### config.mk
export PLATFORM = sky130hd
export DESIGN_NAME = change_dispenser_flat
export DESIGN_NICKNAME = d
export VERILOG_FILES = /design/src/rtl/change_dispenser_if.sv /design/src/rtl/change_dispenser.sv /design/src/flat_wrapper.sv
export SDC_FILE = /design/constraint.sdc
export NUM_CORES = 1
export LEC_CHECK = 0
export CAP_MARGIN = 0
export CORE_ASPECT_RATIO = 0.9
export CORE_UTILIZATION = 38
export CTS_CLUSTER_DIAMETER = 80
export DETAILED_ROUTE_END_ITERATION = 8
export PLACE_DENSITY = 0.78
export SETUP_SLACK_MARGIN = 0.1
export SYNTH_ARGS = -nofsm -noshare
export SYNTH_HDL_FRONTEND = slang
export SYNTH_SLANG_ARGS = --single-unit
### constraint.sdc
create_clock -name clk -period 2.5 [get_ports clk]
set_input_delay 0.5 -clock clk [delete_from_list [all_inputs] [get_ports clk]]
set_output_delay 0.5 -clock clk [all_outputs]
set_load 0.05 [all_outputs]
### src/rtl/change_dispenser_if.sv
// Refund/coin handshake bundle between a vending controller (master) and the change dispenser (slave).
interface change_dispenser_if;
    logic       refund_req;
    logic [5:0] refund_amt;
    logic       coin_ack;
    logic       stock_load;
    logic [7:0] stock_5;
    logic [7:0] stock_10;
    logic [7:0] stock_15;
    logic [3:0] coin_out;
    logic       coin_valid;
    logic       busy;
    logic       done;
    logic       short;
    logic [5:0] shortfall;

    modport master (
        output refund_req, refund_amt, coin_ack, stock_load, stock_5, stock_10, stock_15,
        input  coin_out, coin_valid, busy, done, short, shortfall
    );

    modport slave (
        input  refund_req, refund_amt, coin_ack, stock_load, stock_5, stock_10, stock_15,
        output coin_out, coin_valid, busy, done, short, shortfall
    );
endinterface

### src/rtl/change_dispenser.sv
// Greedy change dispenser: pays a refund in 15/10/5 coins through a present/ack handshake.
// Optional macro CHANGE_STOCK_EN adds per-denomination stock counters and the shortfall path.
module change_dispenser (
    input  logic                 clk,
    input  logic                 rst,
    change_dispenser_if.slave    bus
);
    typedef enum logic [2:0] {IDLE, SELECT, PRESENT, GAP, DONE, SHORT} state_t;

    state_t     state_q, state_d;
    logic [5:0] rem_q, rem_d;
    logic [1:0] sel_q, sel_d;
    logic [3:0] coin_out_q, coin_out_d;
    logic       coin_valid_q, coin_valid_d;
    logic       busy_q, busy_d;
    logic       done_q, done_d;
    logic       short_q, short_d;
    logic [5:0] shortfall_q, shortfall_d;

    logic       ack_take;
    logic       avail_5, avail_10, avail_15;

    assign ack_take = (state_q == PRESENT) && coin_valid_q && bus.coin_ack;

`ifdef CHANGE_STOCK_EN
    logic [7:0] stk_5_q, stk_5_d;
    logic [7:0] stk_10_q, stk_10_d;
    logic [7:0] stk_15_q, stk_15_d;

    assign avail_5  = (stk_5_q  != 8'd0);
    assign avail_10 = (stk_10_q != 8'd0);
    assign avail_15 = (stk_15_q != 8'd0);

    always_comb begin
        stk_5_d  = stk_5_q;
        stk_10_d = stk_10_q;
        stk_15_d = stk_15_q;
        if (state_q == IDLE && bus.stock_load) begin
            stk_5_d  = bus.stock_5;
            stk_10_d = bus.stock_10;
            stk_15_d = bus.stock_15;
        end else if (ack_take) begin
            case (sel_q)
                2'd1:    if (stk_5_q  != 8'd0) stk_5_d  = stk_5_q  - 8'd1;
                2'd2:    if (stk_10_q != 8'd0) stk_10_d = stk_10_q - 8'd1;
                2'd3:    if (stk_15_q != 8'd0) stk_15_d = stk_15_q - 8'd1;
                default: ;
            endcase
        end
    end

    always_ff @(posedge clk) begin
        if (rst) begin
            stk_5_q  <= 8'd0;
            stk_10_q <= 8'd0;
            stk_15_q <= 8'd0;
        end else begin
            stk_5_q  <= stk_5_d;
            stk_10_q <= stk_10_d;
            stk_15_q <= stk_15_d;
        end
    end
`else
    logic unused_stock;

    assign unused_stock = ^{bus.stock_load, bus.stock_5, bus.stock_10, bus.stock_15};
    assign avail_5  = 1'b1;
    assign avail_10 = 1'b1;
    assign avail_15 = 1'b1;
`endif

    always_comb begin
        state_d = state_q;
        rem_d   = rem_q;
        sel_d   = sel_q;
        case (state_q)
            IDLE: begin
                if (bus.refund_req) begin
                    if (bus.refund_amt != 6'd0) begin
                        rem_d   = bus.refund_amt;
                        state_d = SELECT;
                    end else begin
                        state_d = DONE;
                    end
                end
            end
            SELECT: begin
                if (rem_q >= 6'd3 && avail_15) begin
                    sel_d   = 2'd3;
                    state_d = PRESENT;
                end else if (rem_q >= 6'd2 && avail_10) begin
                    sel_d   = 2'd2;
                    state_d = PRESENT;
                end else if (rem_q >= 6'd1 && avail_5) begin
                    sel_d   = 2'd1;
                    state_d = PRESENT;
                end else begin
                    state_d = SHORT;
                end
            end
            PRESENT: begin
                if (ack_take) begin
                    rem_d   = rem_q - {4'd0, sel_q};
                    state_d = GAP;
                end
            end
            GAP:     state_d = (rem_q == 6'd0) ? DONE : SELECT;
            DONE:    state_d = IDLE;
            SHORT:   state_d = IDLE;
            default: state_d = IDLE;
        endcase

        // Outputs trail the state by one edge; the coin drops on the very edge that takes the ack.
        coin_valid_d = (state_q == PRESENT) && !ack_take;
        coin_out_d   = coin_valid_d ? {sel_q, sel_q} : 4'b0000;
        busy_d       = (state_q != IDLE);
        done_d       = (state_q == DONE);
`ifdef CHANGE_STOCK_EN
        short_d      = (state_q == SHORT);
        shortfall_d  = (state_q == SHORT) ? rem_q : 6'd0;
`else
        short_d      = 1'b0;
        shortfall_d  = 6'd0;
`endif
    end

    always_ff @(posedge clk) begin
        if (rst) begin
            state_q      <= IDLE;
            rem_q        <= 6'd0;
            sel_q        <= 2'd0;
            coin_out_q   <= 4'b0000;
            coin_valid_q <= 1'b0;
            busy_q       <= 1'b0;
            done_q       <= 1'b0;
            short_q      <= 1'b0;
            shortfall_q  <= 6'd0;
        end else begin
            state_q      <= state_d;
            rem_q        <= rem_d;
            sel_q        <= sel_d;
            coin_out_q   <= coin_out_d;
            coin_valid_q <= coin_valid_d;
            busy_q       <= busy_d;
            done_q       <= done_d;
            short_q      <= short_d;
            shortfall_q  <= shortfall_d;
        end
    end

    assign bus.coin_out   = coin_out_q;
    assign bus.coin_valid = coin_valid_q;
    assign bus.busy       = busy_q;
    assign bus.done       = done_q;
    assign bus.short      = short_q;
    assign bus.shortfall  = shortfall_q;
endmodule

### src/flat_wrapper.sv
// flat-port wrapper written by rule: the top's interface ports become plain ports
module change_dispenser_flat 
  (clk, rst, bus_refund_req, bus_refund_amt, bus_coin_ack, bus_stock_load, bus_stock_5, bus_stock_10, bus_stock_15, bus_coin_out, bus_coin_valid, bus_busy, bus_done, bus_short, bus_shortfall);
  change_dispenser_if bus_i ();
  input  logic clk;
  input  logic rst;
  input wire logic [$bits(bus_i.refund_req)-1:0] bus_refund_req;
  input wire logic [$bits(bus_i.refund_amt)-1:0] bus_refund_amt;
  input wire logic [$bits(bus_i.coin_ack)-1:0] bus_coin_ack;
  input wire logic [$bits(bus_i.stock_load)-1:0] bus_stock_load;
  input wire logic [$bits(bus_i.stock_5)-1:0] bus_stock_5;
  input wire logic [$bits(bus_i.stock_10)-1:0] bus_stock_10;
  input wire logic [$bits(bus_i.stock_15)-1:0] bus_stock_15;
  output wire logic [$bits(bus_i.coin_out)-1:0] bus_coin_out;
  output wire logic [$bits(bus_i.coin_valid)-1:0] bus_coin_valid;
  output wire logic [$bits(bus_i.busy)-1:0] bus_busy;
  output wire logic [$bits(bus_i.done)-1:0] bus_done;
  output wire logic [$bits(bus_i.short)-1:0] bus_short;
  output wire logic [$bits(bus_i.shortfall)-1:0] bus_shortfall;
  assign bus_i.refund_req = bus_refund_req;
  assign bus_i.refund_amt = bus_refund_amt;
  assign bus_i.coin_ack = bus_coin_ack;
  assign bus_i.stock_load = bus_stock_load;
  assign bus_i.stock_5 = bus_stock_5;
  assign bus_i.stock_10 = bus_stock_10;
  assign bus_i.stock_15 = bus_stock_15;
  assign bus_coin_out = bus_i.coin_out;
  assign bus_coin_valid = bus_i.coin_valid;
  assign bus_busy = bus_i.busy;
  assign bus_done = bus_i.done;
  assign bus_short = bus_i.short;
  assign bus_shortfall = bus_i.shortfall;
  change_dispenser u_core (.clk(clk), .rst(rst), .bus(bus_i));
endmodule
Word-level counts from Yosys, hierarchy flattened
Index checks and enable logic that the tools add are counted.
{"block": "word_totals", "inputBits": 35, "reg_bits": 18, "output_inout_bits": 14}
{"block": "classes", "n_eq_ne": 7, "order_cmp": 3, "n_mux": 15, "n_reduce_logical": 14, "bitwise": 1, "add_sub_neg": 1}
{"cell": "3-bit two-way mux", "n": 7}
{"cell": "6-bit two-way mux", "n": 3}
{"cell": "6-bit by 2-bit greater-or-equal comparator with 1-bit output (second input constant)", "n": 2}
{"cell": "3-bit one-hot mux with 4 select lines", "n": 1}
{"cell": "6-bit one-hot mux with 2 select lines", "n": 1}
{"cell": "3-bit by 2-bit equality test with 1-bit output (second input constant)", "n": 2}
{"cell": "6-bit by 1-bit greater-or-equal comparator with 1-bit output (second input constant)", "n": 1}
{"cell": "6-bit zero test", "n": 1}
{"cell": "2-bit two-way mux", "n": 3}
{"cell": "3-bit nonzero test", "n": 2}
{"cell": "6-bit nonzero test", "n": 1}
{"cell": "6-bit by 2-bit subtractor with 6-bit output", "n": 1}
{"cell": "2-bit by 1-bit != test with 1-bit output (second input constant)", "n": 2}
{"cell": "2-bit AND reduction", "n": 2}
{"cell": "4-bit AND reduction", "n": 1}
{"cell": "3-bit by 1-bit equality test with 1-bit output (second input constant)", "n": 1}
{"cell": "3-bit equality test (second input constant)", "n": 1}
{"cell": "1-bit logical AND", "n": 3}
{"cell": "3-bit zero test", "n": 1}
{"cell": "2-bit != test (second input constant)", "n": 1}
{"cell": "2-bit nonzero test", "n": 1}
{"cell": "2-bit OR reduction", "n": 1}
{"cell": "1-bit zero test", "n": 1}
{"cell": "1-bit NOT", "n": 1}

Depth between registers and ports, before layout
Gate-level depths: netlist (run 1).
{"block": "depth", "depth_word": 7, "ltp_mapped": 6}

Worst setup path after synthesis (run 1)
Ideal clock, no wire load.
{"block": "synth_timing", "path_kind": "reg-to-reg", "from": "register u_core.coin_valid_q, in the netlist u_core.bus.coin_valid", "to": "register u_core.rem_q[1]", "n_path_buf": 0, "setup_time_ns": 0.128, "arrival_ns": 1.679, "period_less_slack_ns": 1.807, "path_slack_ns": 0.693, "required_ns": 2.372, "path_stages_with_launch": 5, "path_cell_list": "dfxtp_1 > nand3_1 > a221oi_1 > mux2i_1 > nor2_1"}
{"block": "synth_via", "elab_chain_len": 4}
{"item": "from (decl)", "line_no": "change_dispenser.sv:14", "rtl": "logic coin_valid_q, coin_valid_d;"}
{"item": "from (signal assigned)", "line_no": "change_dispenser.sv:143", "rtl": "coin_valid_q <= coin_valid_d;"}
{"item": "1-bit logical AND (2 in series)", "line_no": "change_dispenser.sv:23", "rtl": "assign ack_take = (state_q == PRESENT) && coin_valid_q && bus.coin_ack;"}
{"item": "2-bit by 1-bit != test with 1-bit output (no line)"}
{"item": "4-bit AND reduction (no line)"}
{"item": "to (signal assigned)", "line_no": "change_dispenser.sv:140", "rtl": "rem_q <= rem_d;"}
{"item": "to (decl)", "line_no": "change_dispenser.sv:11", "rtl": "logic [5:0] rem_q, rem_d;"}
Every way passes these cells.
A chain may end at the register's enable or synchronous reset.

Worst setup path after layout (run 1)
{"block": "layout_timing", "from": "register u_core.coin_valid_q, in the netlist u_core.bus.coin_valid", "to": "output bus_coin_valid"}
{"item": "to (decl)", "line_no": "flat_wrapper.sv:15", "rtl": "output wire logic [$bits(bus_i.coin_valid)-1:0] bus_coin_valid;"}
No word-level cell between the ends.

==> impl_metrics.yaml, run 1 <==
status:
  status: "finished clean"
timing:
  grt_setup_unrepaired: "false"
  worst-slew-pin-transition_ns: 0.515
  hold_violations: 0
  timing.final.setup_violations: 0
  fin_tns_setup_ns: 0
  worst_clock_skew_ns: 0.00142
  max-slew-margin-rel_pct: 65.6
  achievable-frequency_mhz: 513
  postLayoutSetupSlackWorst_ns: 0.551
  period_needed_ns: 1.95
  final_min_period_over_clock_period_pct: 77.9
  finalMaxSlewViolations: 0
die:
  io_pins: 49
  design.core.area_um2: 2220
  die_area_um2: 2610
  floorplan.die.height_um: 48.5
  die_x_um: 53.7
  placement_rows: 16
  start_util_pct: 41.2
detailed_routing:
  vias: 808
  remaining_number_of_nets_flagged_by_the_antenna_check_after_routing: 0
  drt-wirelength-per-cell_um: 13.0
  drt_pre_antenna_iters: 4
  avgViaCountPerCell: 5.46
  drcViolationCount: 0
  drt_wl_total_um: 1930
  initial_detailed_routing_violation_count: 25
setup_path:
  worst_ep_required_time_ns: 2.00
  ff2ff_setup_slack_ns: 0.59
  timing.critical_path.from_type: "flip-flop"
  crit_arrival_ns: 1.45
  ordered_list_of_cells_on_the_worst_path: "clkdlybuf4s50_1"
  crit_fanout: 3
  path_class: "flip-flop to primary output"
  timing.critical_path.max_delay_family: "buffers and inverters"
  critical_path_buf_inv_count: 1
  critical_path.slowest_cell: "sky130_fd_sc_hd__clkdlybuf4s50_1"
  crit_path_max_incr_delay_ns: 0.81
  cp-end-kind: "primary output"
finish:
  drive_gt1_share_pct: 13.2
  antennaDiodeCount: 0
  stdcell_count: 148
  areaGrowthSynthToFinish_pct: 20.9
  finish.net_count: 160
  filler_cell_count: 213
  area_of_combinational_cells_with_multiple_inputs_um2: 514
  final_standard_cell_area_without_fillers_um2: 1110
  seq_area_um2: 320
placed_design:
  placed_cells_incl_taps: 144
  pre_cts_slack_ns: 0.410
  place_congestion: 0.726
  postPlaceCellArea_um2: 1070
  port_buffers: 16
  final_hpwl_dp_um: 1460
power:
  sw_frac_of_total_pct: 37.8
  sequentialPowerShare_pct: 40.4
  p_leak_nw: 0.417
  cellPowerDensity_nw_per_um2: 774
  clock_power_share_pct: 19.9
  power_frac_comb_pct: 39.6
  max_rail_drop_vdd_uv: 363
  p_int_mw: 0.532
  switching_power_mw: 0.324
yosys:
  synthXorXnorAreaFrac_pct: 0.958
  syn_area_um2: 915
  yosys_warnings: 0
  synth_enable_flop_cells: 0
  synth.lib_cells_used.distinct: 40
  yosys.area_share.adder_pct: 4.92
  proportion_of_synthesized_chip_area_in_sequential_cells_pct: 35.0
  synth_simple_gate_area_share_pct: 21.6
  synthArstFlopShare_pct: 0
  post_synth.cell_area_avg_um2: 8.71
  synth_top_family_by_area: "compound AO/OA/AOI/OAI gates"
  post_synthesis_cell_count: 105
  post_synth_mux_area_share_pct: 3.42
  most_used_flip_flop_cell_after_synthesis: "sky130_fd_sc_hd__dfxtp_1"
  number_of_flip_flops_and_latches_in_the_synthesized_netlist: 16
  share_of_the_synthesized_area_in_compound_gates_ao_oa_aoi_oai_pct: 22.4
clock_tree:
  post-cts-setup-buffer-count: 0
  max-clock-path-buffers: 2
  clock_latency_ns: 0.28
  post_cts_resized: 0
  tritoncts_num_sinks: 16
  clk_root_buffer_cell: "sky130_fd_sc_hd__clkbuf_4"
  cts-buffers-inserted: 3
  cts_tree: "done"
  cts_max_level: 1
  clkTransAtPathRegs_ns: 0.09
  ctsHoldBuffers: 0
flow_run:
  drv.max_cap_violation_count: 0
global_routing:
  largest_net_degree_at_the_start_of_global_routing: 16
  grt_antenna_before_repair: 0
  grt_pass1_vias: 730
  grt.overflow.total: 0
  first_pass_grt_wire_length_um: 3170
  grt_use_total_pct: 16.0
hold_path:
  worst_hold_path_type: "flip-flop to flip-flop"
==> sequential cells by signal, summed over array words and instances, names as in the netlist <==
register	count
u_core.bus.busy	1
u_core.bus.coin_out	2
u_core.state_q	3
u_core.sel_q	2
u_core.rem_q	6
u_core.bus.coin_valid	1
u_core.bus.done	1
==> synth_stat cells, types with 2 or more instances <==
cell	instances	area, um2
sky130_fd_sc_hd__a211oi_1	2	15.0
sky130_fd_sc_hd__a21oi_1	7	35.0
sky130_fd_sc_hd__a22oi_1	3	22.5
sky130_fd_sc_hd__and2_1	3	18.8
sky130_fd_sc_hd__buf_4	9	67.6
sky130_fd_sc_hd__clkbuf_1	3	11.3
sky130_fd_sc_hd__dfxtp_1	16	320
sky130_fd_sc_hd__ha_1	2	25.0
sky130_fd_sc_hd__inv_1	5	18.8
sky130_fd_sc_hd__mux2i_1	2	20.0
sky130_fd_sc_hd__nand2_1	7	26.3
sky130_fd_sc_hd__nor2_1	8	30.0
sky130_fd_sc_hd__nor3_1	3	15.0
sky130_fd_sc_hd__nor3b_1	2	15.0
sky130_fd_sc_hd__nor4_1	2	12.5
sky130_fd_sc_hd__o21a_1	2	15.0
sky130_fd_sc_hd__o21ai_0	3	15.0
sky130_fd_sc_hd__o311ai_0	3	26.3
sky130_fd_sc_hd__o31ai_1	2	15.0
==> path summary, 6_finish.rpt <==
check / startpoint / endpoint / cells past startpoint
max reg2reg: u_core.rem_q[2] / u_core.state_q[0] / 4
min reg2reg: u_core.sel_q[0] / u_core.sel_q[0] / 2
max: u_core.bus.coin_valid / bus_coin_valid / 1
min: u_core.sel_q[0] / u_core.sel_q[0] / 2
==> cell type report <==
type | count | share of cell area, %
inverter | 5 | 1.70
clock buffer | 4 | 3.28
sequential | 16 | 29.0
multi-input combinational | 77 | 46.5
tap | 27 | 3.05
timing repair buffer | 19 | 16.5
==> stage by stage <==
stage | hold slack (ns) | util [%] | power, mW
floorplan | 0.445 | - | 0.608
global placement | 0.467 | 48.1 | 0.673
detailed placement | 0.477 | 48.1 | 0.687
CTS | 0.489 | 49.8 | 0.858
global route | 0.532 | 49.8 | 0.919
finish | 0.491 | 49.8 | 0.856
==> routing by layer <==
metal  wire, um  global-route usage, %  vias up
met5          0                      0        -
met4         19                   7.89        0
met3         96                  0.943        2
met2        952                   25.5       30
met1        861                   21.0      379
li1           -                      -      397
==> kinds of logic (layout without fill, tap and decap cells) <==
| logic type | after synthesis | in the layout |
|---|---|---|
| simple gates | 35 | 35 |
| compound gates | 28 | 28 |
| buf+inv | 18 | 28 |
| flops | 16 | 16 |
| fa+ha+maj | 3 | 3 |
| mux | 3 | 3 |
| other cells | 1 | 7 |
| xor+xnor | 1 | 1 |
==> power by group through the flow <==
stage	combinational [mW]	clock [mW]	sequential, mW
finish	0.339	0.171	0.346
CTS	0.337	0.175	0.345
floorplan	0.253	0	0.354
detailed placement	0.336	0	0.351
global placement	0.326	0	0.346
global route	0.373	0.190	0.355
==> placed cells by master, fill, tap and decap left out, types with 5 or more instances in the layout <==
| master | instances |
|---|---|
| sky130_fd_sc_hd__a21oi_1 | 7 |
| sky130_fd_sc_hd__clkdlybuf4s50_1 | 16 |
| sky130_fd_sc_hd__conb_1 | 7 |
| sky130_fd_sc_hd__dfxtp_1 | 16 |
| sky130_fd_sc_hd__inv_1 | 5 |
| sky130_fd_sc_hd__nand2_1 | 7 |
| sky130_fd_sc_hd__nor2_1 | 8 |
No activity file was read; power rests on OpenSTA's default activity.
==> inputs of run 2 (changes only) <==
- CORE_UTILIZATION: 38 -> 34
- PLACE_DENSITY: 0.78 -> 0.74
- clock period: 2.5 -> 1.55 ns (I/O delays scaled with it)
==> impl_metrics.yaml, run 2 (synthesis results as in run 1) <==
timing:
  hold_violations: 0
  fin_tns_setup_ns: -0.375
  max-slew-margin-rel_pct: 66.3
  worst_clock_skew_ns: 0.00248
  achievable-frequency_mhz: 559
  finalMaxSlewViolations: 0
  period_needed_ns: 1.79
  postLayoutSetupSlackWorst_ns: -0.239
  grt_setup_unrepaired: "true"
  final_min_period_over_clock_period_pct: 115
  final.hold.worst_slack_ns: 0.267
  worst-slew-pin-transition_ns: 0.505
  timing.final.setup_violations: 2
die:
  die_area_um2: 2900
  start_util_pct: 36.4
  design.core.area_um2: 2510
  io_pins: 49
  die_x_um: 56.7
  placement_rows: 17
  floorplan.die.height_um: 51.2
global_routing:
  grt_use_total_pct: 17.6
  grt_antenna_before_repair: 0
  grt_pass1_vias: 846
  largest_net_degree_at_the_start_of_global_routing: 15
  grt.overflow.total: 0
  first_pass_grt_wire_length_um: 3870
status:
  status: "finished with violations"
  violations: "DRC, setup timing"
setup_path:
  crit_path_end: "u_core.state_q[0]"
  worstReg2RegEnd: "u_core.state_q[0]"
  cp-end-kind: "flip-flop"
  worst_ep_required_time_ns: 1.75
  ff2ff_setup_slack_ns: -0.24
  crit_fanout: 3
  crit_arrival_ns: 1.99
  reg2reg_from: "u_core.rem_q[4]"
  worst-r2r-cell-count: 4
  crit_path_start: "u_core.rem_q[4]"
  timing.critical_path.from_type: "flip-flop"
  path_class: "flip-flop to flip-flop"
finish:
  finish.net_count: 179
  highest_count_cells_in_the_layout_ignoring_fill_and_taps: "sky130_fd_sc_hd__buf_4 (26), sky130_fd_sc_hd__nor2_1 (8)"
  largest_register_ffs: 6
  fin_util_pct: 57.6
  final_standard_cell_area_without_fillers_um2: 1450
  layout.cells.most_common: "sky130_fd_sc_hd__buf_4"
  antennaDiodeCount: 0
  drive_gt1_share_pct: 54.3
  registers.top_by_ff_count: "u_core.rem_q"
  biggestRegsByFlops: "u_core.rem_q: 6 flops, u_core.state_q: 3 flops"
  filler_cell_count: 210
  areaGrowthSynthToFinish_pct: 58.0
detailed_routing:
  initial_detailed_routing_violation_count: 27
  remaining_number_of_nets_flagged_by_the_antenna_check_after_routing: 0
  avgViaCountPerCell: 5.71
  drt_wl_total_um: 2680
  drt_pre_antenna_iters: 6
  vias: 959
  drcViolationCount: 5
  drt-wirelength-per-cell_um: 15.9
clock_tree:
  clock_latency_ns: 0.30
  cts_tree: "done"
  max-clock-path-buffers: 2
  clk_root_buffer_cell: "sky130_fd_sc_hd__clkbuf_4"
  clkTransAtPathRegs_ns: 0.10
  cts-buffers-inserted: 3
  cts_max_level: 1
  ctsHoldBuffers: 0
  tritoncts_num_sinks: 16
power:
  p_int_mw: 1.09
  p_leak_nw: 0.584
  sequentialPowerShare_pct: 30.4
  clock_power_share_pct: 16.4
  sw_frac_of_total_pct: 39.2
  switching_power_mw: 0.700
  cellPowerDensity_nw_per_um2: 1240
  max_rail_drop_vdd_uv: 405
  power_frac_comb_pct: 53.2
flow_run:
  drv.max_cap_violation_count: 0
placed_design:
  port_buffers: 16
  place_congestion: 0.851
  postPlaceCellArea_um2: 1170
  pre_cts_slack_ns: -0.390
  final_hpwl_dp_um: 1680
hold_path:
  worst_hold_path_type: "input port to flip-flop"
==> run 2: layout make-up <==
cell class | instances | area, um2 | area share (%)
Sequential cell | 16 | 337 | 23.3
Clock buffer | 4 | 36.3 | 2.51
Inverter | 5 | 18.8 | 1.30
Tap cell | 28 | 35.0 | 2.42
Timing Repair Buffer | 37 | 313 | 21.6
Multi-Input combinational cell | 78 | 706 | 48.8
==> run 2: through the flow <==
stage | instances | total power, mW
4_1_cts | 163 | 1.57
5_1_grt | 168 | 1.87
3_5_place_dp | 159 | 1.22
2_1_floorplan | 111 | 1.00
3_3_place_gp | 159 | 1.20
6_report | 168 | 1.79
==> run 2: power groups by stage <==
stage / combinational [mW] / clock [mW] / sequential, mW
after global placement: 0.681 / 0 / 0.515
final: 0.951 / 0.293 / 0.543
after CTS: 0.767 / 0.286 / 0.516
after global routing: 1.02 / 0.304 / 0.551
after floorplan: 0.426 / 0 / 0.573
after detailed placement: 0.705 / 0 / 0.519
==> run 2: worst min path at each step <==
stage / to / cells past startpoint / startpoint
floorplan: u_core.state_q[0] / 1 / rst
global placement: u_core.sel_q[0] / 2 / u_core.sel_q[0]
detailed placement: u_core.sel_q[0] / 2 / u_core.sel_q[0]
CTS: u_core.sel_q[0] / 2 / u_core.sel_q[0]
global route: u_core.bus.coin_valid / 2 / bus_coin_ack
finish: u_core.bus.coin_valid / 2 / bus_coin_ack
==> run 2: repair_timing <==
action	4_1_cts	5_1_grt
setup buffers	0	4
endpoints found under the hold margin	0	0
pin swaps	6	7
cloned	0	1
setup endpoints to repair	11	11
gates resized for setup	20	33
==> run 2: metal layers <==
layer,vias to the layer above,share of wire [%],global-route usage (%)
met5,-,0,0
met3,11,5.8,2.53
met4,0,2.9,5.83
li1,442,-,-
met1,461,39,20.7
met2,45,52,32.7
==> run 2: worst max-delay path, stage by stage, from the launching register on <==
cell and delay (ns):
sky130_fd_sc_hd__dfxtp_1 0.37, sky130_fd_sc_hd__or4_4 0.51, sky130_fd_sc_hd__or3_4 0.36, sky130_fd_sc_hd__xor2_1 0.16, sky130_fd_sc_hd__a2111oi_2 0.30
==> inputs of run 3 (changes only) <==
- GPL_ROUTABILITY_DRIVEN: unset -> 0
==> results of run 3 <==
The final DEF is identical to that of run 2; final timing and power are the same.
